--- config.mk ---
export PLATFORM = sky130hd
export DESIGN_NAME = axi_lite_cmd_master
export DESIGN_NICKNAME = d
export VERILOG_FILES = /design/src/rtl/axi_lite_cmd_master.sv
export SDC_FILE = /design/constraint.sdc
export NUM_CORES = 1
export LEC_CHECK = 0
export CAP_MARGIN = 10
export CORE_AREA = 8 8 115 117
export DETAILED_ROUTE_END_ITERATION = 8
export DIE_AREA = 0 0 123 125
export GPL_TIMING_DRIVEN = 0
export PLACE_DENSITY = 0.72
export REMOVE_ABC_BUFFERS = 1
export SYNTH_ARGS = -nofsm -noshare
export SYNTH_HDL_FRONTEND = slang
export SYNTH_SLANG_ARGS = --single-unit
export TNS_END_PERCENT = 50
--- constraint.sdc ---
create_clock -name m0_axi_aclk -period 3.9 [get_ports m0_axi_aclk]
set_input_delay 0.78 -clock m0_axi_aclk [delete_from_list [all_inputs] [get_ports m0_axi_aclk]]
set_output_delay 0.78 -clock m0_axi_aclk [all_outputs]
set_load 0.005 [all_outputs]
--- src/rtl/axi_lite_cmd_master.sv ---
// AXI-Lite initiator: converts single-word valid/ready commands into one AXI-Lite
// write or read at a time and returns one response per command, plus an error counter.
module axi_lite_cmd_master #(
  parameter int DATA_WIDTH = 32,
  parameter int ADDR_WIDTH = 8,
  parameter int RESP_WIDTH = 3
) (
  input  logic                      m0_axi_aclk,
  input  logic                      m0_axi_aresetn,
  input  logic                      cmd_valid,
  output logic                      cmd_ready,
  input  logic                      cmd_write,
  input  logic [ADDR_WIDTH-1:0]     cmd_addr,
  input  logic [DATA_WIDTH-1:0]     cmd_wdata,
  input  logic [DATA_WIDTH/8:0]     cmd_wstrb,
  output logic                      rsp_valid,
  input  logic                      rsp_ready,
  output logic                      rsp_write,
  output logic [DATA_WIDTH-1:0]     rsp_data,
  output logic [RESP_WIDTH-1:0]     rsp_resp,
  output logic [7:0]                err_count,
  output logic [ADDR_WIDTH-1:0]     m0_axi_awaddr,
  output logic                      m0_axi_awvalid,
  input  logic                      m0_axi_awready,
  output logic [DATA_WIDTH-1:0]     m0_axi_wdata,
  output logic [DATA_WIDTH/8:0]     m0_axi_wstrb,
  output logic                      m0_axi_wvalid,
  input  logic                      m0_axi_wready,
  input  logic [RESP_WIDTH-1:0]     m0_axi_bresp,
  input  logic                      m0_axi_bvalid,
  output logic                      m0_axi_bready,
  output logic [ADDR_WIDTH-1:0]     m0_axi_araddr,
  output logic                      m0_axi_arvalid,
  input  logic                      m0_axi_arready,
  input  logic [DATA_WIDTH-1:0]     m0_axi_rdata,
  input  logic [RESP_WIDTH-1:0]     m0_axi_rresp,
  input  logic                      m0_axi_rvalid,
  output logic                      m0_axi_rready
);

  typedef enum logic [2:0] {
    S_IDLE, S_WR_REQ, S_WR_RESP, S_RD_REQ, S_RD_DATA, S_RSP
  } state_t;

  state_t                  r_state;
  state_t                  w_state_next;
  logic [ADDR_WIDTH-1:0]   r_addr;
  logic [DATA_WIDTH-1:0]   r_wdata;
  logic [DATA_WIDTH/8:0]   r_wstrb;
  logic                    r_write;
  logic                    r_awvalid;
  logic                    r_wvalid;
  logic [DATA_WIDTH-1:0]   r_rsp_data;
  logic [RESP_WIDTH-1:0]   r_rsp_resp;
  logic [7:0]              r_err_count;

  logic                    w_accept;
  logic                    w_awvalid_next;
  logic                    w_wvalid_next;
  logic                    w_capture;
  logic [DATA_WIDTH-1:0]   w_cap_data;
  logic [RESP_WIDTH-1:0]   w_cap_resp;
  logic                    w_err_inc;

  always_comb begin
    w_state_next   = r_state;
    w_accept       = 1'b0;
    w_awvalid_next = r_awvalid;
    w_wvalid_next  = r_wvalid;
    w_capture      = 1'b0;
    w_cap_data     = r_rsp_data;
    w_cap_resp     = r_rsp_resp;
    case (r_state)
      S_IDLE: begin
        if (cmd_valid) begin
          w_accept = 1'b1;
          if (cmd_write) begin
            w_state_next   = S_WR_REQ;
            w_awvalid_next = 1'b1;
            w_wvalid_next  = 1'b1;
          end else begin
            w_state_next = S_RD_REQ;
          end
        end
      end
      S_WR_REQ: begin
        // AW and W retire independently; move on once neither is still pending
        w_awvalid_next = r_awvalid & ~m0_axi_awready;
        w_wvalid_next  = r_wvalid & ~m0_axi_wready;
        if (!w_awvalid_next && !w_wvalid_next) begin
          w_state_next = S_WR_RESP;
        end
      end
      S_WR_RESP: begin
        if (m0_axi_bvalid) begin
          w_capture    = 1'b1;
          w_cap_data   = '0;
          w_cap_resp   = m0_axi_bresp;
          w_state_next = S_RSP;
        end
      end
      S_RD_REQ: begin
        if (m0_axi_arready) begin
          w_state_next = S_RD_DATA;
        end
      end
      S_RD_DATA: begin
        if (m0_axi_rvalid) begin
          w_capture    = 1'b1;
          w_cap_data   = m0_axi_rdata;
          w_cap_resp   = m0_axi_rresp;
          w_state_next = S_RSP;
        end
      end
      S_RSP: begin
        if (rsp_ready) begin
          w_state_next = S_IDLE;
        end
      end
      default: w_state_next = S_IDLE;
    endcase
  end

  assign w_err_inc = w_capture && (w_cap_resp != '0) && (r_err_count != 8'hFF);

  always_ff @(posedge m0_axi_aclk) begin
    if (!m0_axi_aresetn) begin
      r_state     <= S_IDLE;
      r_addr      <= '0;
      r_wdata     <= '0;
      r_wstrb     <= '0;
      r_write     <= 1'b0;
      r_awvalid   <= 1'b0;
      r_wvalid    <= 1'b0;
      r_rsp_data  <= '0;
      r_rsp_resp  <= '0;
      r_err_count <= '0;
    end else begin
      r_state   <= w_state_next;
      r_awvalid <= w_awvalid_next;
      r_wvalid  <= w_wvalid_next;
      if (w_accept) begin
        r_addr  <= cmd_addr;
        r_wdata <= cmd_wdata;
        r_wstrb <= cmd_wstrb;
        r_write <= cmd_write;
      end
      if (w_capture) begin
        r_rsp_data <= w_cap_data;
        r_rsp_resp <= w_cap_resp;
      end
      if (w_err_inc) begin
        r_err_count <= r_err_count + 8'd1;
      end
    end
  end

  // Every output is a register or a decode of the state register only
  assign cmd_ready      = (r_state == S_IDLE);
  assign rsp_valid      = (r_state == S_RSP);
  assign rsp_write      = r_write;
  assign rsp_data       = r_rsp_data;
  assign rsp_resp       = r_rsp_resp;
  assign err_count      = r_err_count;
  assign m0_axi_awaddr  = r_addr;
  assign m0_axi_awvalid = r_awvalid;
  assign m0_axi_wdata   = r_wdata;
  assign m0_axi_wstrb   = r_wstrb;
  assign m0_axi_wvalid  = r_wvalid;
  assign m0_axi_bready  = (r_state == S_WR_RESP);
  assign m0_axi_araddr  = r_addr;
  assign m0_axi_arvalid = (r_state == S_RD_REQ);
  assign m0_axi_rready  = (r_state == S_RD_DATA);

endmodule

[Yosys cells after proc, flatten, opt, wreduce, memory -nomap -nowiden]
Cells that the tools add are included.
Storage, ports and cells
  bits in latches: 0
  RAM bits: 0
  input bits: 93
  bits in registers: 94
  memories kept: 0
  ROM bits: 0
  output and inout port bits: 104
Cells by class
  $add $sub $neg: 1
  bitwise logic cells: 4
  equal/unequal tests: 13
  magnitude comparators: 0
  muxes and demuxes: 23
  divide/modulo/power cells: 0
  reduce and logical (&&, ||, !) cells: 12
  $mul: 0
  shifts and indexed selects: 0
Operator list (count)
  $mux W32: 2
  $pmux W32 S2: 1
  $mux W3: 8
  $pmux W3 S6: 1
  $add A8 B1 Y8 const B: 1
  $ne A2 B2 Y1 const B: 4
  $ne A8 B8 Y1 const B: 1
  $eq A3 B2 Y1 const B: 2
  $eq A3 B3 Y1 const B: 2
  $mux W1: 6
  $ne A2 B1 Y1 const B: 3
  $pmux W1 S2: 3
  $pmux W3 S2: 1
  $reduce_and A6 Y1: 1
  $reduce_and A4 Y1: 1
  $reduce_bool A2 Y1: 2
  $eq A3 B1 Y1 const B: 1
  $logic_and A1 B1 Y1: 3
  $logic_not A3 Y1: 1
  $reduce_and A3 Y1: 1
  $reduce_bool A3 Y1: 1
  $and A1 B1 Y1: 2
  $logic_not A1 Y1: 2
  $mux W2: 1
  $not A1 Y1: 2

[Longest topological paths before layout]
Gate-level depths: netlist of the first run.
  depth after elaboration: 6
  mapped depth: 8
  mapped depth without buffers: 7

[Worst setup path before layout of the first run]
Ideal clock, no wire load.
  path kind: input-to-reg
  start: input m0_axi_rvalid
  end: register r_err_count[6], in the netlist err_count[6]
  library setup time: 73 ps
  slack: 1888 ps
  cell stages on the path: 5
  arrival time: 1939 ps
  path through: mux2_2 > a211oi_2 > a21oi_2 > or3_1 > o211ai_2
Between the ends
  longest elaborated chain between the ends: 5
RTL lines
  from (decl): line 37  | input logic m0_axi_rvalid,
  $mux W3: line 108  | if (m0_axi_rvalid) begin
  $pmux W3 S2: line 73  | case (r_state)
  $reduce_bool A3 Y1: line 124  | assign w_err_inc = w_capture && (w_cap_resp != '0) && (r_err_count != 8'hFF);
  $logic_and A1 B1 Y1 (*) (2 in series): line 124
  to (signal assigned): line 153  | r_err_count <= r_err_count + 8'd1;
  to (decl): line 55  | logic [7:0] r_err_count;
Mark *: on every way between the ends. The rest lies on a longest branch, timed or not.
A chain may end at the register's enable or synchronous reset.

[Worst setup path in the final report of the first run]
  start: register r_state[2]
  end: output m0_axi_rready
Between the ends
  longest elaborated chain between the ends: 1
RTL lines
  from (decl): line 45  | state_t r_state;
  from (signal assigned): line 139  | r_state <= w_state_next;
  $eq A3 B3 Y1: line 173  | assign m0_axi_rready = (r_state == S_RD_DATA);
  to (decl): line 38  | output logic m0_axi_rready
Every way passes these cells.

==> results of run 1 <==
[final timing paths]
path / startpoint / end / slack [ps] / cells after the start
setup reg to reg: r_state[1] / err_count[6] / 1360 / 5
hold / removal: m0_axi_wdata[26] / m0_axi_wdata[26] / 460 / 2
hold reg to reg: m0_axi_wdata[26] / m0_axi_wdata[26] / 460 / 2
setup / recovery: r_state[2] / m0_axi_rready / 1020 / 3
[flip-flops by register name (all words and copies together), names as in the netlist]
name,count
m0_axi_araddr,8
rsp_write,1
m0_axi_wvalid,1
err_count,8
m0_axi_wdata,32
m0_axi_awvalid,1
rsp_resp,3
m0_axi_wstrb,5
rsp_data,32
r_state,3
[cell type report]
cell class	count	area, um2	share of cell area (%)
Clock buffer	12	246	3.90
Clock inverter	4	70.1	1.11
Inverter	5	18.8	0.297
Multi-Input combinational cell	339	1920	30.4
Sequential cell	94	1880	29.7
Tap cell	147	184	2.91
Timing Repair Buffer	199	2000	31.6
[kinds of logic after synthesis]
family                     Yosys count  share of synthesized area [%]
AOI/OAI and AO/OA                  111                           20.9
and+or+nand+nor                    217                           23.9
adders and majority gates            1                          0.311
DFF                                 94                           46.8
muxes                               10                           2.52
buffers and inverters               47                           5.57
[where the power goes]
group / switching, mW / total [mW] / internal (mW) / leakage (nW)
Combinational: 0.529 / 1.06 / 0.529 / 1.33
Clock: 0.358 / 0.936 / 0.578 / 0.157
Sequential: 0.129 / 1.22 / 1.09 / 0.764
Total: 1.02 / 3.22 / 2.20 / 2.25
[worst max-delay path, delay by kind of cell (launching register included)]
kind	cells	cell delay, ps
flip-flops	1	570
AND/OR/NAND/NOR	1	450
buffers and inverters	2	750
[metrics by stage]
| step | TNS (ps) | worst slack [ps] | instances |
|---|---|---|---|
| global placement | -172 | -172 | 781 |
| detailed placement | 0 | 721 | 784 |
| global route | 0 | 917 | 800 |
| CTS | 0 | 988 | 800 |
| finish | 0 | 1020 | 800 |
| floorplan | 0 | 1430 | 438 |
[layer usage]
metal  vias up  global-route usage, %  part of all wire (%)
met5         -                      0                     0
met4         0                   3.97                   1.1
met3        11                   7.74                    12
met2       144                   25.4                    47
met1      1799                   16.5                    40
li1       1938                      -                     -
[Yosys cell counts, types with 2 or more instances]
library cell	count	area, um2
a211oi_2	2	25.0
a21boi_0	76	571
a21boi_1	5	37.5
a21o_1	3	22.5
a21oi_1	6	30.0
and2_1	2	12.5
and3_1	6	37.5
buf_2	14	70.1
buf_4	8	60.1
clkbuf_1	20	75.1
dfxtp_1	94	1880
inv_1	5	18.8
mux2i_1	9	90.1
nand2_1	143	537
nand2b_1	8	50.1
nand3_1	34	170
nand3b_1	2	15.0
nand4_1	2	12.5
nand4b_1	3	26.3
nor2_1	8	30.0
nor2b_1	4	25.0
nor3_1	2	10.0
o211a_1	3	30.0
o21ai_0	4	20.0
o22ai_1	2	12.5
==> flow_metrics.tcl, run 1 <==
set metrics [dict create \
    fp-row-count 40 \
    cts.sinks 94 \
    ys_async_sr_fraction_pct 0 \
    final_util_pct 54.5 \
    hold_viol_final 0 \
    layout-drive-gt1-share_pct 4.59 \
    rsz0062_at_grt "false" \
    cts.clk_slew.worst_paths_ps 60 \
    start_util_pct 34.6 \
    cts_buffer_depth 2 \
    power_leakage_nw 2.25 \
    numCtsBuffers 9 \
    drt-total-wl_mm 12.2 \
    most-common-layout-cells "195 x clkdlybuf4s50_1, 142 x nand2_1, 94 x dfxtp_1" \
    core_area_mm2 0.0116 \
    finalPower_mw 3.22 \
    insertion_delay_ps 330 \
    vias 3892 \
    die_height_um 125 \
    overflow 0 \
    portBuffers 196 \
    first_global_vias 3870 \
    syn_inst 480 \
    design_area_mm2 0.00633 \
    area_growth_pct 57.3 \
    drv_slew 0 \
    finClkSkew_ps 3.84 \
    holdWs_ps 457 \
    finalCriticalPeriod_ps 2880 \
    grt_max_degree 103 \
    drc_errors 0 \
    die_w_um 123 \
    cts_resized 0 \
    slowest_delay_ps 570 \
    yosys_warnings 0 \
    worst_slew_pin_slew_ps 1160 \
    synth-edff-count 0 \
    max_freq_mhz 347 \
    critPathSlowestCell "dfxtp_1" \
    status "finished, final reports clean" \
    cp_max_fo 19 \
    ys_types 40 \
    ys_ff_latch 94 \
    hold_class "flop to flop" \
    grt_pass1_wl_mm 19.2 \
    firstDrtPassIters 4 \
    grt_usage_pct 15.2 \
    critPathKind "flop to output pin" \
    ant_nets 0 \
    routedWlPerCell_um 15.3 \
    critPathLaunchType "flop" \
    cts_tree "yes" \
    drtIter0Drc 172 \
    cp.required_ps 3120 \
    diodes 0 \
    hpwl_mm 9.01 \
    antenna_found_initial 0 \
    synth_area_per_cell_um2 8.38 \
    syn_area_mm2 0.00402 \
    irDropWorstVdd_mv 0.276 \
    arrival_ps 2100 \
    place_congestion 0.776 \
    n_fill_cell 1092 \
    hold_buffers 0 \
    path_cells "nor3b_4 -> buf_8 -> clkdlybuf4s50_1" \
    yosysSeqAreaShare_pct 46.8 \
    power_density_mw_per_mm2 508 \
    via_per_inst 4.87 \
    min_period_over_period_pct 73.8 \
    post_cts_buffers 0 \
    synth_top_flop_cell "dfxtp_1" \
    mostFrequentLayoutCell "clkdlybuf4s50_1" \
    nets 742 \
    ioPinCount 197 \
    cts_root_buf "clkbuf_16" \
    htree_num_levels 3 \
    relSlewSlack_pct 22.9 \
    placed_area_mm2 0.00601 \
    end_kind "output pin" \
    setup_violations 0 \
    die_area_mm2 0.0154 \
    drv_cap 0 \
]
(Power assumes the default switching activity.)
==> run 2, diff against run 1 <==
PLACE_DENSITY = 0.75   (was 0.72)
clock period = 2.4 ns   (was 3.9 ns; I/O delays follow)
==> run 2 against run 1 <==
Critical path depth did not move. Cell count fell by 0.38%. Core utilization down 0.49 points. Clock power is 38% higher. Total power is 55% higher. Hold slack worse by 2.9 ps. Die area stayed put. Setup slack worse by 930 ps. Critical endpoint unchanged.
==> flow_metrics.tcl, run 2 (synthesis gave the netlist of run 1 again) <==
set metrics [dict create \
    htree_num_levels 3 \
    drtIter0Drc 261 \
    core_area_mm2 0.0116 \
    placedCellCount 782 \
    vias 3896 \
    cp.required_ps 1920 \
    rsz0062_at_grt "false" \
    cts_tree "yes" \
    finClkSkew_ps 5.92 \
    worst_slew_pin_slew_ps 856 \
    hold_class "flop to flop" \
    firstDrtPassIters 4 \
    cts_root_buf "clkbuf_16" \
    power_density_mw_per_mm2 796 \
    finalPower_mw 4.99 \
    ff_latch_area_mm2 0.00189 \
    grt_max_degree 103 \
    cp_max_fo 25 \
    relSlewSlack_pct 42.9 \
    power_leakage_nw 2.21 \
    die_w_um 123 \
    portBuffers 196 \
    finalCriticalPeriod_ps 2310 \
    n_fill_cell 1064 \
    drv_slew 0 \
    max_freq_mhz 434 \
    end_kind "output pin" \
    layout-drive-gt1-share_pct 4.62 \
    first_global_vias 3830 \
    ant_nets 0 \
    holdWs_ps 454 \
    insertion_delay_ps 340 \
    critPathLaunchType "flop" \
    die_height_um 125 \
    min_period_over_period_pct 96.1 \
    most-common-layout-cells "195 x clkdlybuf4s50_1, 142 x nand2_1, 91 x dfxtp_1" \
    numCtsBuffers 9 \
    routedWlPerCell_um 15.5 \
    antenna_found_initial 0 \
    setup_violations 0 \
    multi_input_area_mm2 0.00194 \
    cts_buffer_depth 2 \
    critPathKind "flop to output pin" \
    via_per_inst 4.89 \
    fp-row-count 40 \
    mostFrequentLayoutCell "clkdlybuf4s50_1" \
    cts.sinks 94 \
    die_area_mm2 0.0154 \
    grt_pass1_wl_mm 19.2 \
    post-place-ws_ps -541 \
    place_congestion 0.790 \
    grt_usage_pct 15.5 \
    fin_ws_ps 93.4 \
    nets 741 \
    final_util_pct 54.0 \
    drt-total-wl_mm 12.4 \
    area_growth_pct 55.9 \
    cts.clk_slew.worst_paths_ps 60 \
    drv_cap 0 \
    diodes 0 \
    start_util_pct 34.6 \
    hold_viol_final 0 \
    final-instance-count-excl-fill 797 \
    ioPinCount 197 \
    status "finished, final reports clean" \
    irDropWorstVdd_mv 0.452 \
    overflow 0 \
    drc_errors 0 \
    arrival_ps 1830 \
    hpwl_mm 9.05 \
]
==> run 2: cell types whose count changed in the layout (fill, tap and decap cells not counted), sizes merged <==
cell      delta
bufinv       -2
clkinv       -2
clkbuf       +1
buf          -1
clkinvlp     +1
==> run 2: worst paths after layout <==
kind                        start         endpoint  slack [ps]  cells after the start
hold reg to reg   m0_axi_wdata[0]  m0_axi_wdata[0]         450                      2
hold / removal    m0_axi_wdata[0]  m0_axi_wdata[0]         450                      2
setup / recovery       r_state[0]    m0_axi_rready          90                      3
setup reg to reg       r_state[0]     err_count[6]         380                      7
==> run 2: area by class of cell <==
type                            instances  area share, %
Clock inverter                          1          0.120
Multi-Input combinational cell        339           30.9
Timing Repair Buffer                  198           31.6
Inverter                                5          0.299
Sequential cell                        94           30.1
Clock buffer                           13           3.99
Tap cell                              147           2.93
==> run 2: where the power goes <==
| group | internal [mW] | switching (mW) | leakage [nW] |
|---|---|---|---|
| Combinational | 0.852 | 0.857 | 1.32 |
| Clock | 0.720 | 0.566 | 0.122 |
| Sequential | 1.78 | 0.214 | 0.765 |
==> run 2: stage by stage <==
stage                     cell area, um2  setup TNS (ps)
after floorplan                     3820               0
after global placement              5960         -104740
after detailed placement            5990           -9780
after CTS                           6260               0
after global routing                6270               0
final                               6270               0
==> run 2: worst max-delay path, cell delays in order (launching register included) <==
cell,delay (ps)
dfxtp_2,430
nor3b_4,280
buf_8,220
clkdlybuf4s50_1,540
==> run 2: repair_timing <==
action,in CTS,in global routing
setup endpoints to repair,12,2
setup buffers,1,0
resized for setup,4,2
hold buffers,0,0
==> run 2: metal layers <==
layer  global-route usage (%)  vias to the layer above  part of all wire, %
met5                        0                        -                    0
met4                     6.52                        0                  1.9
met3                     7.88                       17                   12
met2                     24.7                      150                   46
met1                     16.9                     1792                   40
li1                         -                     1937                    -
==> run 3, diff against run 2 <==
CAP_MARGIN = 20   (was 10)
==> run 3 against run 2 <==
Flip-flop and latch count did not move. Combinational power increased by 2%. Critical path depth did not move. Hold slack improved by 2.4 ps. Global-route usage grew 0.21 points. Die area unchanged. Design area grew 1.2%. Critical endpoint unchanged.
==> flow_metrics.tcl, run 3 (synthesis gave the netlist of run 1 again) <==
set metrics [dict create \
    status "finished, final reports clean" \
    firstDrtPassIters 5 \
    grt_usage_pct 15.7 \
    drv_slew 0 \
    setup_violations 0 \
    core_area_mm2 0.0116 \
    cts.sinks 94 \
    placed_area_mm2 0.00602 \
    fp-row-count 40 \
    ioPinCount 197 \
    cts.clk_slew.worst_paths_ps 60 \
    antenna_found_initial 0 \
    drv_cap 0 \
    fin_ws_ps 100 \
    drt-total-wl_mm 12.4 \
    grt_pass1_wl_mm 19.5 \
    die_height_um 125 \
    finClkSkew_ps 5.60 \
    area_growth_pct 57.7 \
    finalCriticalPeriod_ps 2300 \
    critPathKind "flop to output pin" \
    die_area_mm2 0.0154 \
    diodes 0 \
    min_period_over_period_pct 95.8 \
    place_congestion 0.790 \
    via_per_inst 4.85 \
    final-instance-count-excl-fill 800 \
    post-place-ws_ps -289 \
    grt_max_degree 103 \
    relSlewSlack_pct 39.9 \
    design_area_mm2 0.00634 \
    cp_max_fo 25 \
    worst_slew_pin_slew_ps 902 \
    ant_nets 0 \
    critPathLaunchType "flop" \
    worst-r2r-setup-slack_ps 380 \
    nets 742 \
    die_w_um 123 \
    power_leakage_nw 2.24 \
    start_util_pct 34.6 \
    hpwl_mm 9.10 \
    placedCellCount 783 \
    insertion_delay_ps 340 \
    cts_root_buf "clkbuf_16" \
    routedWlPerCell_um 15.5 \
    first_global_vias 3879 \
    vias 3883 \
    layout-drive-gt1-share_pct 5.36 \
    numCtsBuffers 9 \
    mostFrequentLayoutCell "clkdlybuf4s50_1" \
    drtIter0Drc 318 \
    most-common-layout-cells "195 x clkdlybuf4s50_1, 142 x nand2_1, 91 x dfxtp_1" \
    cp.required_ps 1920 \
    end_kind "output pin" \
    hold_buffers 0 \
    htree_num_levels 3 \
    finalPower_mw 5.20 \
    irDropWorstVdd_mv 0.394 \
    drc_errors 0 \
    rsz0062_at_grt "false" \
    portBuffers 196 \
    cts_tree "yes" \
    hold_class "flop to flop" \
    power_density_mw_per_mm2 820 \
    max_freq_mhz 435 \
    n_fill_cell 1066 \
    cts_buffer_depth 2 \
    overflow 0 \
    arrival_ps 1820 \
    hold_viol_final 0 \
]
run 3: path summary, 6_finish.rpt:
path,from,end,cells after the start
max reg2reg,r_state[1],err_count[7],7
min reg2reg,m0_axi_wdata[0],m0_axi_wdata[0],2
min,m0_axi_wdata[0],m0_axi_wdata[0],2
max,r_state[0],m0_axi_rready,3
run 3: metal layers:
layer,track usage (%),wire length (um),vias to the layer above
met3,7.74,1560,11
met1,17.4,4930,1788
li1,-,-,1939
met5,0,0,-
met4,5.53,164,0
met2,25.4,5770,145
run 3: critical path, cell delays in order (launching register included):
cell	delay, ps
dfxtp_2	430
nor3b_4	280
buf_8	220
clkdlybuf4s50_1	540
run 3: area by class of cell:
cell class                 count  area (um2)  share of cell area [%]
timing repair buffer         199        2010                    31.7
multi-input combinational    339        1930                    30.5
sequential                    94        1890                    29.8
clock buffer                  12         256                    4.04
tap                          147         184                    2.90
clock inverter                 4        53.8                   0.848
inverter                       5        18.8                   0.296
run 3: timing repair:
action | CTS | global route
cloned | 0 | 0
endpoints found under the hold margin | 0 | 0
setup buffers | 1 | 0
gates resized for setup | 3 | 2
setup endpoints to repair | 11 | 6
run 3: stage by stage:
step | util [%] | setup TNS (ps) | hold slack (ps)
6_report | 54.6 | 0 | 456
4_1_cts | 54.6 | 0 | 461
2_1_floorplan | - | 0 | 451
3_5_place_dp | 51.8 | -4280 | 449
3_3_place_gp | 51.4 | -104740 | 441
5_1_grt | 54.6 | 0 | 487
run 3: power breakdown:
group          total (mW)  switching, mW  internal, mW
Combinational        1.75          0.870         0.877
Sequential           2.00          0.214          1.78
Clock                1.46          0.593         0.868
Total                5.20           1.68          3.53
